$ cat src/rtl/angle_cmd_ctrl_pkg.sv
// Shared encodings, reply constants and frame field positions for the
// UART angle command path.
package angle_cmd_ctrl_pkg;

  localparam logic [2:0] ST_IDLE    = 3'd0;
  localparam logic [2:0] ST_WAIT_LO = 3'd1;
  localparam logic [2:0] ST_CHECK   = 3'd2;
  localparam logic [2:0] ST_APPLY   = 3'd3;
  localparam logic [2:0] ST_REPLY   = 3'd4;

  localparam logic [1:0] TX_IDLE  = 2'd0;
  localparam logic [1:0] TX_REPLY = 2'd1;
  localparam logic [1:0] TX_WAIT  = 2'd2;

  localparam logic [3:0] ACK_HI      = 4'hA;
  localparam logic [3:0] NAK_HI      = 4'hE;
  localparam logic [3:0] NAK_PARITY  = 4'd1;
  localparam logic [3:0] NAK_TIMEOUT = 4'd2;
  localparam logic [3:0] NAK_RANGE   = 4'd3;

  localparam logic [3:0] BCAST_ID_DEFAULT = 4'hF;

  localparam int B1_ADDR_MSB = 7;
  localparam int B1_ADDR_LSB = 4;
  localparam int B1_ANG_MSB  = 3;
  localparam int B1_ANG_LSB  = 0;

  typedef struct packed {
    logic [7:0] data;
    logic       par;
  } rx_byte_t;

  function automatic logic [7:0] sat_add8(input logic [7:0] a, input logic [1:0] inc);
    logic [8:0] s;
    s = {1'b0, a} + {7'd0, inc};
    return s[8] ? 8'hFF : s[7:0];
  endfunction

endpackage

$ cat src/rtl/angle_cmd_ctrl_reply_sender.sv
// One-byte reply handshake with uart_tx: waits for an idle transmitter,
// holds start_tx until busy is seen, then waits for the byte to finish.
module angle_cmd_ctrl_reply_sender
  import angle_cmd_ctrl_pkg::*;
(
  input  logic       clk,
  input  logic       reset,
  input  logic       req,
  input  logic [7:0] req_byte,
  input  logic       tx_busy,
  output logic [7:0] data_to_tx,
  output logic       start_tx,
  output logic       done
);

  logic [1:0] st_q, st_d;
  logic [7:0] data_q, data_d;
  logic       start_q, start_d;
  logic       done_q, done_d;

  always_comb begin
    st_d    = st_q;
    data_d  = data_q;
    start_d = start_q;
    done_d  = 1'b0;
    case (st_q)
      TX_IDLE: begin
        if (req) begin
          data_d = req_byte;
          st_d   = TX_REPLY;
        end
      end
      TX_REPLY: begin
        if (start_q && tx_busy) begin
          start_d = 1'b0;
          st_d    = TX_WAIT;
        end else if (!tx_busy) begin
          start_d = 1'b1;
        end
      end
      TX_WAIT: begin
        if (!tx_busy) begin
          st_d   = TX_IDLE;
          done_d = 1'b1;
        end
      end
      default: st_d = TX_IDLE;
    endcase
  end

  always_ff @(posedge clk or posedge reset) begin
    if (reset) begin
      st_q    <= TX_IDLE;
      data_q  <= 8'd0;
      start_q <= 1'b0;
      done_q  <= 1'b0;
    end else begin
      st_q    <= st_d;
      data_q  <= data_d;
      start_q <= start_d;
      done_q  <= done_d;
    end
  end

  assign data_to_tx = data_q;
  assign start_tx   = start_q;
  assign done       = done_q;

endmodule

$ cat src/rtl/angle_cmd_ctrl.sv
// Framing FSM for the UART angle command: assembles two bytes, checks address,
// parity, range and inter-byte timeout, loads the angle and requests a reply.
module angle_cmd_ctrl
  import angle_cmd_ctrl_pkg::*;
#(
  parameter logic [3:0]  MODULE_ID      = 4'd1,
  parameter logic [3:0]  BCAST_ID       = BCAST_ID_DEFAULT,
  parameter logic [11:0] ANGLE_MAX      = 12'd3599,
  parameter int          TIMEOUT_CYCLES = 48000
) (
  input  logic        clk,
  input  logic        reset,
  input  logic [7:0]  data_received,
  input  logic        rx_done,
  input  logic        parity_error,
  input  logic        tx_busy,
  output logic [7:0]  data_to_tx,
  output logic        start_tx,
  output logic [11:0] angle,
  output logic        angle_load,
  output logic [7:0]  err_cnt,
  output logic        link_err
);

  localparam int               TMR_W    = $clog2(TIMEOUT_CYCLES + 1);
  localparam logic [TMR_W-1:0] TMR_LAST = TMR_W'(TIMEOUT_CYCLES - 1);

  logic             rx_prev_q, rx_prev_d;
  logic             evt_q, evt_d;
  rx_byte_t         evt_byte_q, evt_byte_d;
  rx_byte_t         hold_q, hold_d;
  logic             hold_full_q, hold_full_d;
  logic [2:0]       state_q, state_d;
  logic [TMR_W-1:0] timer_q, timer_d;
  logic [3:0]       hi_q, hi_d;
  logic [7:0]       lo_q, lo_d;
  logic             bcast_q, bcast_d;
  logic [11:0]      angle_q, angle_d;
  logic             angle_load_q, angle_load_d;
  logic [7:0]       err_cnt_q, err_cnt_d;
  logic             link_err_q, link_err_d;
  logic             req_q, req_d;
  logic [7:0]       reply_q, reply_d;

  logic             reply_done;
  logic             accepting;
  logic             in_valid;
  rx_byte_t         in_byte;
  logic [3:0]       in_addr;
  logic [11:0]      frame_val;
  logic             ovw_err;
  logic             nak_hit;
  logic [3:0]       nak_code;
  logic             nak_bc;

  // A long rx_done strobe yields a single event on its rising edge.
  always_comb begin
    rx_prev_d  = rx_done;
    evt_d      = rx_done & ~rx_prev_q;
    evt_byte_d = evt_byte_q;
    if (evt_d) evt_byte_d = '{data: data_received, par: parity_error};
  end

  // The holding register is older than a fresh event, so it is consumed first.
  always_comb begin
    accepting   = (state_q == ST_IDLE) || (state_q == ST_WAIT_LO);
    in_valid    = accepting && (hold_full_q || evt_q);
    in_byte     = hold_full_q ? hold_q : evt_byte_q;
    in_addr     = in_byte.data[B1_ADDR_MSB:B1_ADDR_LSB];
    frame_val   = {hi_q, lo_q};
    hold_d      = hold_q;
    hold_full_d = hold_full_q;
    ovw_err     = 1'b0;
    if (accepting) begin
      if (hold_full_q) begin
        hold_full_d = evt_q;
        if (evt_q) hold_d = evt_byte_q;
      end
    end else if (evt_q) begin
      hold_d      = evt_byte_q;
      hold_full_d = 1'b1;
      ovw_err     = hold_full_q;
    end
  end

  always_comb begin
    state_d      = state_q;
    timer_d      = timer_q;
    hi_d         = hi_q;
    lo_d         = lo_q;
    bcast_d      = bcast_q;
    angle_d      = angle_q;
    angle_load_d = 1'b0;
    link_err_d   = link_err_q;
    req_d        = 1'b0;
    reply_d      = reply_q;
    nak_hit      = 1'b0;
    nak_code     = NAK_PARITY;
    nak_bc       = bcast_q;
    case (state_q)
      ST_IDLE: begin
        if (in_valid) begin
          if (in_byte.par) begin
            nak_hit = 1'b1;
            nak_bc  = 1'b0;
          end else if (in_addr == MODULE_ID || in_addr == BCAST_ID) begin
            hi_d    = in_byte.data[B1_ANG_MSB:B1_ANG_LSB];
            bcast_d = (in_addr != MODULE_ID);
            timer_d = '0;
            state_d = ST_WAIT_LO;
          end
        end
      end
      ST_WAIT_LO: begin
        // A byte landing on the final timeout cycle still completes the frame.
        if (in_valid) begin
          if (in_byte.par) begin
            nak_hit = 1'b1;
          end else begin
            lo_d    = in_byte.data;
            state_d = ST_CHECK;
          end
        end else if (timer_q == TMR_LAST) begin
          nak_hit  = 1'b1;
          nak_code = NAK_TIMEOUT;
        end else begin
          timer_d = timer_q + TMR_W'(1);
        end
      end
      ST_CHECK: begin
        if (frame_val > ANGLE_MAX) begin
          nak_hit  = 1'b1;
          nak_code = NAK_RANGE;
        end else begin
          state_d = ST_APPLY;
        end
      end
      ST_APPLY: begin
        angle_d      = frame_val;
        angle_load_d = 1'b1;
        link_err_d   = 1'b0;
        if (bcast_q) begin
          state_d = ST_IDLE;
        end else begin
          req_d   = 1'b1;
          reply_d = {ACK_HI, MODULE_ID};
          state_d = ST_REPLY;
        end
      end
      ST_REPLY: begin
        if (reply_done) state_d = ST_IDLE;
      end
      default: state_d = ST_IDLE;
    endcase

    // Every NAK drops the partial frame; broadcast errors are silent.
    if (nak_hit) begin
      if (nak_bc) begin
        state_d = ST_IDLE;
      end else begin
        req_d   = 1'b1;
        reply_d = {NAK_HI, nak_code};
        state_d = ST_REPLY;
      end
    end
    if (nak_hit || ovw_err) link_err_d = 1'b1;
    err_cnt_d = sat_add8(err_cnt_q, {1'b0, nak_hit} + {1'b0, ovw_err});
  end

  always_ff @(posedge clk or posedge reset) begin
    if (reset) begin
      rx_prev_q    <= 1'b0;
      evt_q        <= 1'b0;
      hold_full_q  <= 1'b0;
      state_q      <= ST_IDLE;
      timer_q      <= '0;
      bcast_q      <= 1'b0;
      angle_q      <= 12'd0;
      angle_load_q <= 1'b0;
      err_cnt_q    <= 8'd0;
      link_err_q   <= 1'b0;
      req_q        <= 1'b0;
    end else begin
      rx_prev_q    <= rx_prev_d;
      evt_q        <= evt_d;
      hold_full_q  <= hold_full_d;
      state_q      <= state_d;
      timer_q      <= timer_d;
      bcast_q      <= bcast_d;
      angle_q      <= angle_d;
      angle_load_q <= angle_load_d;
      err_cnt_q    <= err_cnt_d;
      link_err_q   <= link_err_d;
      req_q        <= req_d;
    end
  end

  // Payload registers are qualified by the control flops above.
  always_ff @(posedge clk) begin
    evt_byte_q <= evt_byte_d;
    hold_q     <= hold_d;
    hi_q       <= hi_d;
    lo_q       <= lo_d;
    reply_q    <= reply_d;
  end

  angle_cmd_ctrl_reply_sender u_reply_sender (
    .clk        (clk),
    .reset      (reset),
    .req        (req_q),
    .req_byte   (reply_q),
    .tx_busy    (tx_busy),
    .data_to_tx (data_to_tx),
    .start_tx   (start_tx),
    .done       (reply_done)
  );

  assign angle      = angle_q;
  assign angle_load = angle_load_q;
  assign err_cnt    = err_cnt_q;
  assign link_err   = link_err_q;

endmodule

$ cat config.mk
export PLATFORM = sky130hd
export DESIGN_NAME = angle_cmd_ctrl
export DESIGN_NICKNAME = d
export VERILOG_FILES = /design/src/rtl/angle_cmd_ctrl_pkg.sv /design/src/rtl/angle_cmd_ctrl_reply_sender.sv /design/src/rtl/angle_cmd_ctrl.sv
export SDC_FILE = /design/constraint.sdc
export NUM_CORES = 1
export LEC_CHECK = 0
export ABC_AREA = 1
export BUFFER_PORTS_ARGS = -buffer_cell sky130_fd_sc_hd__buf_2
export CAP_MARGIN = 20
export CELL_PAD_IN_SITES_DETAIL_PLACEMENT = 1
export CELL_PAD_IN_SITES_GLOBAL_PLACEMENT = 2
export CORE_UTILIZATION = 39
export CTS_CLUSTER_DIAMETER = 50
export DETAILED_ROUTE_END_ITERATION = 12
export PLACE_DENSITY = 0.81
export SYNTH_ARGS = -nofsm -noshare
export SYNTH_HDL_FRONTEND = slang
export SYNTH_HIERARCHICAL = 1
export SYNTH_SLANG_ARGS = --single-unit
$ cat constraint.sdc
create_clock -name clk -period 4.55 [get_ports clk]
set_clock_uncertainty 0.15 [all_clocks]
set_input_delay 0.91 -clock clk [delete_from_list [all_inputs] [get_ports clk]]
set_output_delay 0.91 -clock clk [all_outputs]
set_load 0.05 [all_outputs]
Word level (Yosys, flattened, before mapping)
Cells that the tools add are included.
W data, S select, Z words.
{"block": "word_totals", "register_bits": 96, "inputBits": 13, "out_inout_bits": 31, "wordCells": 133}
{"block": "op_classes", "add_sub_neg": 3, "magnitude_cmp": 1, "eq_ne": 27, "muxes": 59, "bitwise": 3, "reduce_logical": 18}
{"cell": "$mux W16", "n": 5}
{"cell": "$mux W8", "n": 5}
{"cell": "$mux W9", "n": 4}
{"cell": "$pmux W16 S2", "n": 1}
{"cell": "$mux W3", "n": 10}
{"cell": "$mux W1", "n": 24}
{"cell": "$add A16 B1 Y16 const B", "n": 1}
{"cell": "$eq A16 B16 Y1 const B", "n": 1}
{"cell": "$ne A3 B3 Y1 const B", "n": 5}
{"cell": "$pmux W3 S5", "n": 1}
{"cell": "$ne A2 B2 Y1 const B", "n": 7}
{"cell": "$gt A12 B12 Y1 const B", "n": 1}
{"cell": "$mux W2", "n": 6}
{"cell": "$add A8 B2 Y9", "n": 1}
{"cell": "$reduce_and A7 Y1", "n": 1}
{"cell": "$eq A3 B2 Y1 const B", "n": 2}
{"cell": "$ne A2 B1 Y1 const B", "n": 3}
{"cell": "$ne A3 B2 Y1 const B", "n": 2}
{"cell": "$pmux W2 S3", "n": 1}
{"cell": "$reduce_and A3 Y1", "n": 2}
{"cell": "$reduce_and A6 Y1", "n": 1}
{"cell": "$reduce_bool A2 Y1", "n": 3}
{"cell": "$eq A4 B1 Y1 const B", "n": 1}
{"cell": "$eq A4 B4 Y1 const B", "n": 1}
{"cell": "16 further kinds", "n": 22}

Logic depth before layout (Yosys ltp)
Gate-level depths: netlist of run 1.
{"block": "logic_depth", "ltp_word": 8, "mapped_depth": 14, "mapped_depth_nobuf": 14}

Hierarchy
Netlist of run 1, hierarchy kept.
{"mod": "angle_cmd_ctrl", "instances": 1, "cells_per_inst": 419, "area_each_um2": 3756.1, "seq_area_each_um2": 2212.1}
{"mod": "angle_cmd_ctrl_reply_sender", "instances": 1, "cells_per_inst": 52, "area_each_um2": 483.0, "seq_area_each_um2": 300.3}

Least setup slack after synthesis of run 1
No wires, ideal clock.
{"block": "synth_timing", "path_kind": "register to register", "start": "register timer_q[0]", "end": "register err_cnt_q[1] (netlist: err_cnt[1])", "setup_ns": 0.083, "t_arrival_ns": 2.247, "required_time_ns": 4.317, "slack_ns": 2.070, "stages_incl_launch_ff": 15, "path_buffers": 0, "period_less_slack_ns": 2.480, "cell_sequence": "dfrtp_1 ha_1 nand3_2 nor2_4 nand4_1 nand3_2 fa_1 nand2_1 nor2_1 nand2_1 nor2_1 nand3_1 inv_1 nand2_1 o21ai_0"}
{"block": "synth_via", "elab_chain_cells": 7}
{"item": "start: declaration", "line_no": "angle_cmd_ctrl.sv:34", "rtl": "logic [TMR_W-1:0] timer_q, timer_d;"}
{"item": "start signal: assignment", "line_no": "angle_cmd_ctrl.sv:188", "rtl": "timer_q <= timer_d;"}
{"item": "$eq A16 B16 Y1", "line_no": "angle_cmd_ctrl.sv:123", "rtl": "end else if (timer_q == TMR_LAST) begin"}
{"item": "$mux W1", "line_no": "angle_cmd_ctrl.sv:123"}
{"item": "$mux W1", "line_no": "angle_cmd_ctrl.sv:116", "rtl": "if (in_valid) begin"}
{"item": "$pmux W1 S3", "line_no": "angle_cmd_ctrl.sv:100", "rtl": "case (state_q)"}
{"item": "$add A1 B1 Y2", "line_no": "angle_cmd_ctrl.sv:167", "rtl": "err_cnt_d = sat_add8(err_cnt_q, {1'b0, nak_hit} + {1'b0, ovw_err});"}
{"item": "$add A8 B2 Y9", "line_no": "angle_cmd_ctrl_pkg.sv:35", "rtl": "s = {1'b0, a} + {7'd0, inc};"}
{"item": "$mux W8", "line_no": "angle_cmd_ctrl_pkg.sv:36", "rtl": "return s[8] ? 8'hFF : s[7:0];"}
{"item": "net err_cnt_d[1]", "line_no": "angle_cmd_ctrl.sv:40", "rtl": "logic [7:0] err_cnt_q, err_cnt_d;"}
{"item": "end signal: assignment", "line_no": "angle_cmd_ctrl.sv:192", "rtl": "err_cnt_q <= err_cnt_d;"}
{"item": "end: declaration", "line_no": "angle_cmd_ctrl.sv:40"}
The timed path passes the listed nets, and every way through them passes these cells.
A chain may end at the register's enable or synchronous reset.

Final worst setup path of run 1
{"block": "layout_timing", "start": "register state_q[1]", "end": "register err_cnt_q[1] (netlist: err_cnt[1])"}
{"block": "layout_via", "elab_chain_cells": 8, "word_cells_on_any_way": 12, "cone_classes": "2 x add/sub; 2 x eq/ne; 5 x mux; 3 x reduce/logical"}
{"item": "start: declaration", "line_no": "angle_cmd_ctrl.sv:33", "rtl": "logic [2:0] state_q, state_d;"}
{"item": "start signal: assignment", "line_no": "angle_cmd_ctrl.sv:187", "rtl": "state_q <= state_d;"}
{"item": "$eq A3 B1 Y1 or $logic_not A3 Y1 (tied branches)", "line_no": "angle_cmd_ctrl.sv:66, angle_cmd_ctrl.sv:100"}
{"item": "$logic_or A1 B1 Y1", "line_no": "angle_cmd_ctrl.sv:66", "rtl": "accepting = (state_q == ST_IDLE) || (state_q == ST_WAIT_LO);"}
{"item": "$logic_and A1 B1 Y1", "line_no": "angle_cmd_ctrl.sv:67", "rtl": "in_valid = accepting && (hold_full_q || evt_q);"}
{"item": "$mux W1, on equally long branches", "line_no": "angle_cmd_ctrl.sv:116, angle_cmd_ctrl.sv:102"}
{"item": "$pmux W1 S3", "line_no": "angle_cmd_ctrl.sv:100"}
{"item": "$add A1 B1 Y2 (*)", "line_no": "angle_cmd_ctrl.sv:167"}
{"item": "$add A8 B2 Y9 (*)", "line_no": "angle_cmd_ctrl_pkg.sv:35"}
{"item": "$mux W8 (*)", "line_no": "angle_cmd_ctrl_pkg.sv:36"}
{"item": "net err_cnt_d[1]", "line_no": "angle_cmd_ctrl.sv:40"}
Mark *: on every way through the listed nets, which the timed path passes. The rest lies on a longest branch.

==> impl_metrics.ini, run 1 <==
[run_status]
outcome = finished clean

[critical_path]
cpPeakStageDelay_ns = 0.48
crit_required_ns = 4.68
cp_slowest_cell = dfrtp_1
cp.arrival_ns = 3.32
crit_fanout = 13
cpLargestDelayFamily = simple AND/OR/NAND/NOR gates
cp_cell_sequence = nor2_4, nand2_1, nor2_1, nand4_1, nand3_2, fa_1, nand2_1, nor2_1, nand2_1, nor2_1, nand3_1, inv_1, nand2_1, o21ai_0
crit_top_cell = nand2_1
crit_type = reg -> reg
crit_buf_inv = 1
cp-end-kind = flop
crit_path_start_kind = flop

[pwr]
max-vdd-ir-drop_uv = 204.1
p_leak_nw = 2.300
fin_total_pwr_mw = 2.433
powerDensity_nw_per_um2 = 509.9

[sta]
finalSetupViolCount = 0
period_share = 0.7011
worst_slew_pin_slew_ns = 0.7690
hold_viol_final = 0
slew_violations = 0
min_period_ns = 3.190
final.setup.tns_ns = 0
max_freq_mhz = 313.5
rsz0062_at_grt = no
slew_headroom = 0.4854

[grt]
gr-total-overflow = 0
grt_pass1_vias = 3307
grtUsageTotal = 0.1818
grt_pass1_wl_um = 15930
antenna_found_initial = 0
grt_max_degree = 47

[flow_run]
max-cap-violations = 0

[placement]
io_buffers = 43
gp_congestion = 0.7662
dp.final_hpwl_um = 6656

[floorplanning]
die_w_um = 106.3
pin_count = 44
dieHeight_um = 106.3
row_count = 37
core_um2 = 10420
initial_core_util = 0.4070
die_area_um2 = 11290

[min_path]
min-delay-path-class = reg -> reg

[clock_tree]
clk_path_buf_depth = 2
cts_tree = done
cts-resized-gates = 0
cts.htree.levels = 3
postCtsHoldBufs = 0
post_cts_buffers = 0
path_clk_slew_ns = 0.10
clkSinkCount = 96
tritoncts.num_buffers = 9
ctsRootBufferMaster = clkbuf_8
clock_latency_ns = 0.37

[routing]
drc = 0
wl_um = 9002
drtIter0Drc = 140
ant_nets = 0
wl_per_cell_um = 13.64
via_per_inst = 4.726
vias = 3119
drtPass1Iterations = 4

[logic_synthesis]
yosysTopAreaCell = dfrtp_1
ys_warn_count = 6
synth-main-ff-cell = dfrtp_1
synth-seq-cells = 96
synthTopCellsByCount = 180 x nand2_1, 58 x dfrtp_1, 50 x nor2_1, 34 x inv_1, 30 x edfxtp_1
synth_edf_count = 30
synth_most_common_cell = nand2_1
synth-async-reset-ratio = 0.6042
ys_seq_area_frac = 0.5927
syn_inst = 471
synth_area_leaders = dfrtp_1 34%, edfxtp_1 21%, nand2_1 16%, nor2_1 4.4%, dfxtp_1 3.8%
syn_area_um2 = 4239
synth_cell_type_count = 32
netlist.area_leader.share = 0.3424
syn_nets = 486
syn_area_per_cell_um2 = 9.000

[layout]
fin_nets = 534
final_core_util = 0.4580
area_growth_pct = 12.54
drive_gt1_frac = 0.1756
num_antenna_cells = 0
## stage by stage
| stage | worst slack [ns] | cells | hold slack [ns] | instance area (µm²) |
|---|---|---|---|---|
| global placement | 1.583 | 642 | 0.2704 | 4566 |
| finish | 1.360 | 660 | 0.2854 | 4771 |
| floorplan | 2.070 | 471 | 0.2589 | 4239 |
| global route | 0.9769 | 660 | 0.3094 | 4771 |
| detailed placement | 1.389 | 643 | 0.2752 | 4573 |
| CTS | 1.337 | 659 | 0.2894 | 4751 |
## metal layers
metal / global-route usage / vias up / share of wire
li1: - / 1576 / -
met1: 0.2349 / 1496 / 0.48
met2: 0.3010 / 34 / 0.49
met3: 0.03188 / 13 / 0.021
met4: 0.07540 / 0 / 0.017
met5: 0 / - / 0
## layout by cell type (no fill, tap or decap), drive strengths merged
cell,n
nand3b,2
or2,3
clkinvlp,1
o21bai,1
edfxtp,30
dfxtp,8
inv,43
o21ai,14
xnor2,6
nand2,191
buf,45
nand4,7
nor2,54
clkbuf,9
ha,1
nand3,27
nor3,4
o21a,1
dfrtp,58
xor2,7
fa,1
a21oi,8
clkinv,3
## power breakdown
part | internal (mW) | switching, mW
logic | 0.189 | 0.580
registers | 1.03 | 0.112
clock network | 0.205 | 0.314
## worst reg2reg max path: stages (launching register included)
cell     delay [ns]
dfrtp_1        0.48
nor2_4         0.19
nand2_1        0.32
nor2_1         0.25
nand4_1        0.19
nand3_2        0.17
fa_1           0.22
nand2_1        0.07
nor2_1         0.23
nand2_1        0.08
nor2_1         0.24
nand3_1        0.12
inv_1          0.10
nand2_1        0.15
o21ai_0        0.13
## area by class of cell
| cell class | count | area, µm² |
|---|---|---|
| multi-input combinational | 327 | 1518 |
| fill | 1256 | 5645 |
| clock buffer | 9 | 123.9 |
| inverter | 40 | 150.1 |
| tap | 136 | 170.2 |
| clock inverter | 7 | 53.80 |
| sequential | 96 | 2512 |
| timing repair buffer | 45 | 242.7 |
## final timing paths
check,start,end,slack (ns),cells past startpoint
worst max-delay path,state_q[1],err_cnt[1],1.36,14
worst min-delay path,reply_q[4],reply_q[4],0.29,2
worst max register to register,state_q[1],err_cnt[1],1.36,14
worst min register to register,reply_q[4],reply_q[4],0.29,2
max in group asynchronous,reset,err_cnt[1],3.34,3
min in group asynchronous,reset,timer_q[0],0.38,2
## state kept, by name, indices dropped and copies added (netlist names), 8 cells and up
signal and cells:
u_reply_sender/data_to_tx 8, lo_q 8, angle 12, timer_q 16, reply_q 8, hold_q 9
evt_byte_q 9, err_cnt 8
## cells by family after synthesis
family | share of synthesized area
AOI/OAI and AO/OA | 0.03217
xor gates and xnor gates | 0.02686
adders and majority gates | 0.007674
buffers and inverters | 0.04929
DFF | 0.5927
and+or+nand+nor | 0.2913
Power figures use the tool's default switching activity.
==> inputs of run 2 (changes only) <==
- ABC_AREA: 1 -> 0
- CORE_UTILIZATION: 39 -> 35
- PLACE_DENSITY: 0.81 -> 0.72
- clock period: 4.55 -> 2.73 ns (I/O delays scaled with it)
==> run 2 against run 1 <==
Against the previous run:
- flip-flop and latch count stayed put
- die area is 4.7% higher
- cell area grew 5.0%
- synthesized area fell by 5.9%
- clock power increased by 140%
- total power rose by 80%
- synthesized cell count decreased by 28%
- core utilization fell by 0.18 points
- combinational power rose by 63%
- count of clock-buffer cells in the layout increased by 4
- maximum frequency up 20%
==> impl_metrics.ini, run 2 <==
[run_status]
outcome = finished clean

[routing]
drtPass1Iterations = 4
ant_nets = 0
wl_per_cell_um = 16.28
drtIter0Drc = 151
vias = 2862
via_per_inst = 5.048
wl_um = 9229
drc = 0

[grt]
grt-busiest-layer = met2
grt_pass1_vias = 3005
gr-total-overflow = 0
use_met2 = 0.2762
met1_usage = 0.2409
antenna_found_initial = 0
grt_max_degree = 47
grtUsageTotal = 0.1772
grt_pass1_wl_um = 15610
grt_use_met3 = 0.03945

[logic_synthesis]
netlist.area_leader.share = 0.3640
synth-async-reset-ratio = 0.6042
ys_seq_area_frac = 0.6301
yosysTopAreaCell = dfrtp_1
synth_area_leaders = dfrtp_1 36%, edfxtp_1 23%, nand2_1 5.6%, dfxtp_1 4.0%, mux2_2 4.0%
synth-main-ff-cell = dfrtp_1
ys_warn_count = 6
synth_edf_count = 30
syn_inst = 337
synthTopCellsByCount = 59 x nand2_1, 58 x dfrtp_1, 30 x edfxtp_1, 18 x nor2_1, 16 x a21oi_1
syn_area_um2 = 3988
synth-seq-cells = 96
synth_most_common_cell = nand2_1
syn_nets = 352
syn_area_per_cell_um2 = 11.83
synth_cell_type_count = 57

[placement]
place_inst = 546
place_area_um2 = 4613
dp.final_hpwl_um = 6539
io_buffers = 43
gp_congestion = 0.7950

[layout]
instances_no_fill = 567
num-fill-cells = 1196
largest_reg_flops = 16
area_growth_pct = 25.67
seq_area_um2 = 2514
final_core_util = 0.4563
multiInputGateArea_um2 = 1468
drive_gt1_frac = 0.3466
num_antenna_cells = 0
mostFrequentLayoutCells = 57 x nand2_1, 57 x dfrtp_1, 43 x buf_2, 40 x buf_4, 30 x edfxtp_1
design_area_um2 = 5011
fin_nets = 437
regMostFlops = timer_q

[sta]
finalSetupViolCount = 0
min_period_ns = 2.655
worst_slew_pin_slew_ns = 0.8352
slew_violations = 0
rsz0062_at_grt = yes
hold_slack_ns = 0.08956
period_share = 0.9726
hold_viol_final = 0
max_freq_mhz = 376.6
slew_headroom = 0.4432

[critical_path]
cp.arrival_ns = 2.76
crit_fanout = 6
crit_path_start_kind = flop
cp-end-kind = flop
rrSetupSlack_ns = 0.07
crit_type = reg -> reg
crit_required_ns = 2.84

[pwr]
max-vdd-ir-drop_uv = 407.8
fin_total_pwr_mw = 4.376
p_leak_nw = 2.243
powerDensity_nw_per_um2 = 873.2

[clock_tree]
ctsRootBufferMaster = clkbuf_16
cts_tree = done
postCtsHoldBufs = 0
path_clk_slew_ns = 0.07
clock_latency_ns = 0.34
clkSinkCount = 96
clk_path_buf_depth = 2
cts.htree.levels = 3
tritoncts.num_buffers = 9

[floorplanning]
dieHeight_um = 108.7
row_count = 38
initial_core_util = 0.3631
die_w_um = 108.7
die_area_um2 = 11820
core_um2 = 10980
pin_count = 44

[flow_run]
max-cap-violations = 0

[min_path]
min-delay-path-class = in -> async
==> run 2: worst paths after layout <==
| path | from | to | depth (start not counted) |
|---|---|---|---|
| max | timer_q[3] | err_cnt[5] | 11 |
| min | reset | u_reply_sender/data_to_tx[3] | 2 |
| max reg2reg | timer_q[3] | err_cnt[5] | 11 |
| min reg2reg | lo_q[2] | angle[2] | 2 |
| max in group asynchronous | reset | timer_q[9] | 3 |
| min in group clk | rx_done | rx_prev_q | 1 |
==> run 2: cell families (layout without fill, tap and decap cells) <==
group                    Yosys count  count (layout)  synth area share
AND/OR/NAND/NOR                  134             134            0.1713
flip-flops                        96              96            0.6301
AO/OA/AOI/OAI                     64              64            0.1133
buffers and inverters             21             111           0.02322
multiplexers                      18              18           0.04958
adder cells (fa/ha/maj)            2               2          0.008158
XOR/XNOR                           2               2          0.004394
==> run 2: metrics by stage <==
stage            TNS, ns  setup WS (ns)
2_1_floorplan          0        0.01167
3_3_place_gp           0        0.06357
3_5_place_dp     -0.1455       -0.05541
4_1_cts        -0.004244      -0.004244
5_1_grt          -0.1978       -0.05235
6_report               0        0.07490
==> run 2: what timing repair did <==
item / in CTS / in global routing
buffers inserted: 0 / 5
gates resized for setup: 5 / 13
setup endpoints to repair: 6 / 7
pin swaps: 1 / 7
==> run 2: worst max-delay path, stage by stage, from the launching register on <==
cell and delay (ns):
dfrtp_1 0.36, nand4_2 0.15, or4_4 0.58, nor3_4 0.17, nor3_2 0.08, inv_1 0.10, fa_2 0.21, and3_4 0.19
and2_4 0.14, and3_4 0.22, nand3_4 0.12, o21ai_0 0.11
==> run 2: final cells by class <==
type | instances | share of cell area
clock buffer | 13 | 0.05418
clock inverter | 3 | 0.004494
inverter | 12 | 0.008989
multi-input combinational | 220 | 0.2929
sequential | 96 | 0.5016
tap | 140 | 0.03496
timing repair buffer | 83 | 0.1029
==> run 2: report_power, final <==
group	total (mW)	switching, mW	internal [mW]
registers	1.89	0.166	1.72
logic	1.25	0.825	0.423
clock network	1.24	0.537	0.703
total	4.38	1.53	2.85
==> run 2: metal layers <==
metal  vias to the layer above  wire [µm]
li1                       1373          -
met1                      1425       4506
met2                        52       4275
met3                        12        289
met4                         0        158
met5                         -          0
==> inputs of run 3 (changes only) <==
- ABC_AREA: 0 -> 1
- CORE_UTILIZATION: 35 -> 33
- PLACE_DENSITY: 0.72 -> 0.73
==> run 3 against run 2 <==
Against the previous run:
- core utilization down 5.6 points
- cell area up 0.47%
- largest power group unchanged
- maximum frequency up 6.5%
==> impl_metrics.ini, run 3 (synthesis gave the netlist of run 1 again) <==
[sta]
period_share = 0.9133
slew_headroom = 0.5159
timing.final.ws_setup_ns = 0.2367
hold_viol_final = 0
hold_slack_ns = 0.07442
finalSetupViolCount = 0
min_period_ns = 2.493
worst_slew_pin_slew_ns = 0.7235
slew_violations = 0
max_freq_mhz = 401.1

[layout]
instances_no_fill = 705
design_area_um2 = 5035
largest_reg_flops = 16
fin_nets = 543
num_antenna_cells = 0
drive_gt1_frac = 0.2008
mostFrequentLayoutCells = 179 x nand2_1, 56 x dfrtp_1, 48 x nor2_1, 43 x buf_2, 33 x inv_1
layout_commonest_cell = nand2_1
final_core_util = 0.4006
regMostFlops = timer_q
area_growth_pct = 18.77

[clock_tree]
ctsRootBufferMaster = clkbuf_16
clock_latency_ns = 0.34
clk_path_buf_depth = 2
tritoncts.num_buffers = 9
cts_tree = done
postCtsHoldBufs = 0
clkSinkCount = 96
cts.htree.levels = 3
path_clk_slew_ns = 0.07

[routing]
via_per_inst = 4.417
drtPass1Iterations = 4
ant_nets = 0
wl_per_cell_um = 13.10
drc = 0
drtIter0Drc = 106
wl_um = 9234
vias = 3114

[grt]
grt_max_degree = 26
grt_pass1_wl_um = 15120
grt-busiest-layer = met2
grt_use_met3 = 0.02372
use_met2 = 0.2255
grtUsageTotal = 0.1491
grt_pass1_vias = 3090
gr-total-overflow = 0
met1_usage = 0.2126
antenna_found_initial = 0

[pwr]
p_comb_frac = 0.299
pwr-share-seq = 0.423
p_int_mw = 2.799
p_clk_frac = 0.278
powerDensity_nw_per_um2 = 892.8
switchingPower_mw = 1.696
p_leak_nw = 2.403
p_sw_frac = 0.3773
max-vdd-ir-drop_uv = 324.6

[critical_path]
crit_fanout = 5
cp-end-kind = flop
cp.arrival_ns = 2.56
crit_type = reg -> reg
crit_required_ns = 2.80
crit_path_start_kind = flop

[floorplanning]
pin_count = 44
dieHeight_um = 115.3
initial_core_util = 0.3373
row_count = 41
die_w_um = 115.3
die_area_um2 = 13300
core_um2 = 12570

[run_status]
outcome = finished clean

[min_path]
min-delay-path-class = in -> async

[placement]
gp_congestion = 0.7935
dp.final_hpwl_um = 6899
io_buffers = 43
dpl_worst_slack_ns = -0.07240
place_inst = 686
place_area_um2 = 4683

[flow_run]
max-cap-violations = 0
## run 3: cell types whose count changed in the layout (fill, tap and decap cells not counted), moves of 5 or more
cell     previous run  this run
and3_1              5         0
inv_1              11        33
a21oi_1            15         8
a31oi_1             5         0
nand2_2             2        10
buf_4              40        10
nand3_1             7        24
inv_2               1         7
nor2_1             18        48
nand2_1            57       179
nand4_1             1         7
xor2_1              0         7
mux2_2             14         0
## run 3: cell type report
cell class	count	area [µm²]
fillers	1481	7533
clock inverters	3	20.02
inverters	40	150.1
repair buffers	54	310.3
multi-input cells	327	1543
clock buffers	13	281.5
well taps	172	215.2
flip-flops and latches	96	2515
## run 3: final timing paths
check	depth (start not counted)	slack, ns	startpoint	end
setup reg to reg	13	0.24	timer_q[0]	err_cnt[7]
hold reg to reg	2	0.28	reply_q[3]	reply_q[3]
setup / recovery	13	0.24	timer_q[0]	err_cnt[7]
min in group clk	1	0.18	rx_done	rx_prev_q
hold / removal	2	0.07	reset	u_reply_sender/done
max in group asynchronous	3	1.79	reset	state_q[1]
## run 3: power by group through the flow
stage                     Combinational, mW  Clock [mW]  Sequential, mW
after floorplan                       0.639           0            2.29
after global placement                 1.32           0            1.91
final                                  1.34        1.25            1.90
after global routing                   1.49        1.34            1.93
after detailed placement               1.33           0            1.92
after CTS                              1.35        1.29            1.89
## run 3: metrics by stage
step	power, mW	TNS, ns
final	4.495	0
after global routing	4.760	-0.005111
after CTS	4.530	0
after detailed placement	3.253	-0.2534
after global placement	3.228	0
after floorplan	2.930	0
## run 3: critical path: stages (launching register included)
cell,delay (ns)
dfrtp_2,0.46
ha_4,0.19
nand3_2,0.11
nor2_4,0.06
nand4_1,0.15
nand3_2,0.13
fa_1,0.42
nand2_1,0.15
nor2_4,0.06
nand2_1,0.05
nor2_1,0.05
nand3_1,0.06
inv_1,0.06
or2_2,0.27
## run 3: layer usage
metal | routed length, µm | vias up
li1 | - | 1602
met1 | 4844 | 1456
met2 | 3994 | 43
met3 | 241 | 13
met4 | 153 | 0
met5 | 0 | -
## run 3: what timing repair did
action / 4_1_cts / 5_1_grt
setup buffers: 1 / 2
gates cloned: 0 / 0
endpoints found under the setup margin: 7 / 7
hold endpoints to repair: 0 / 0
resized for setup: 2 / 6
pin swaps: 1 / 1
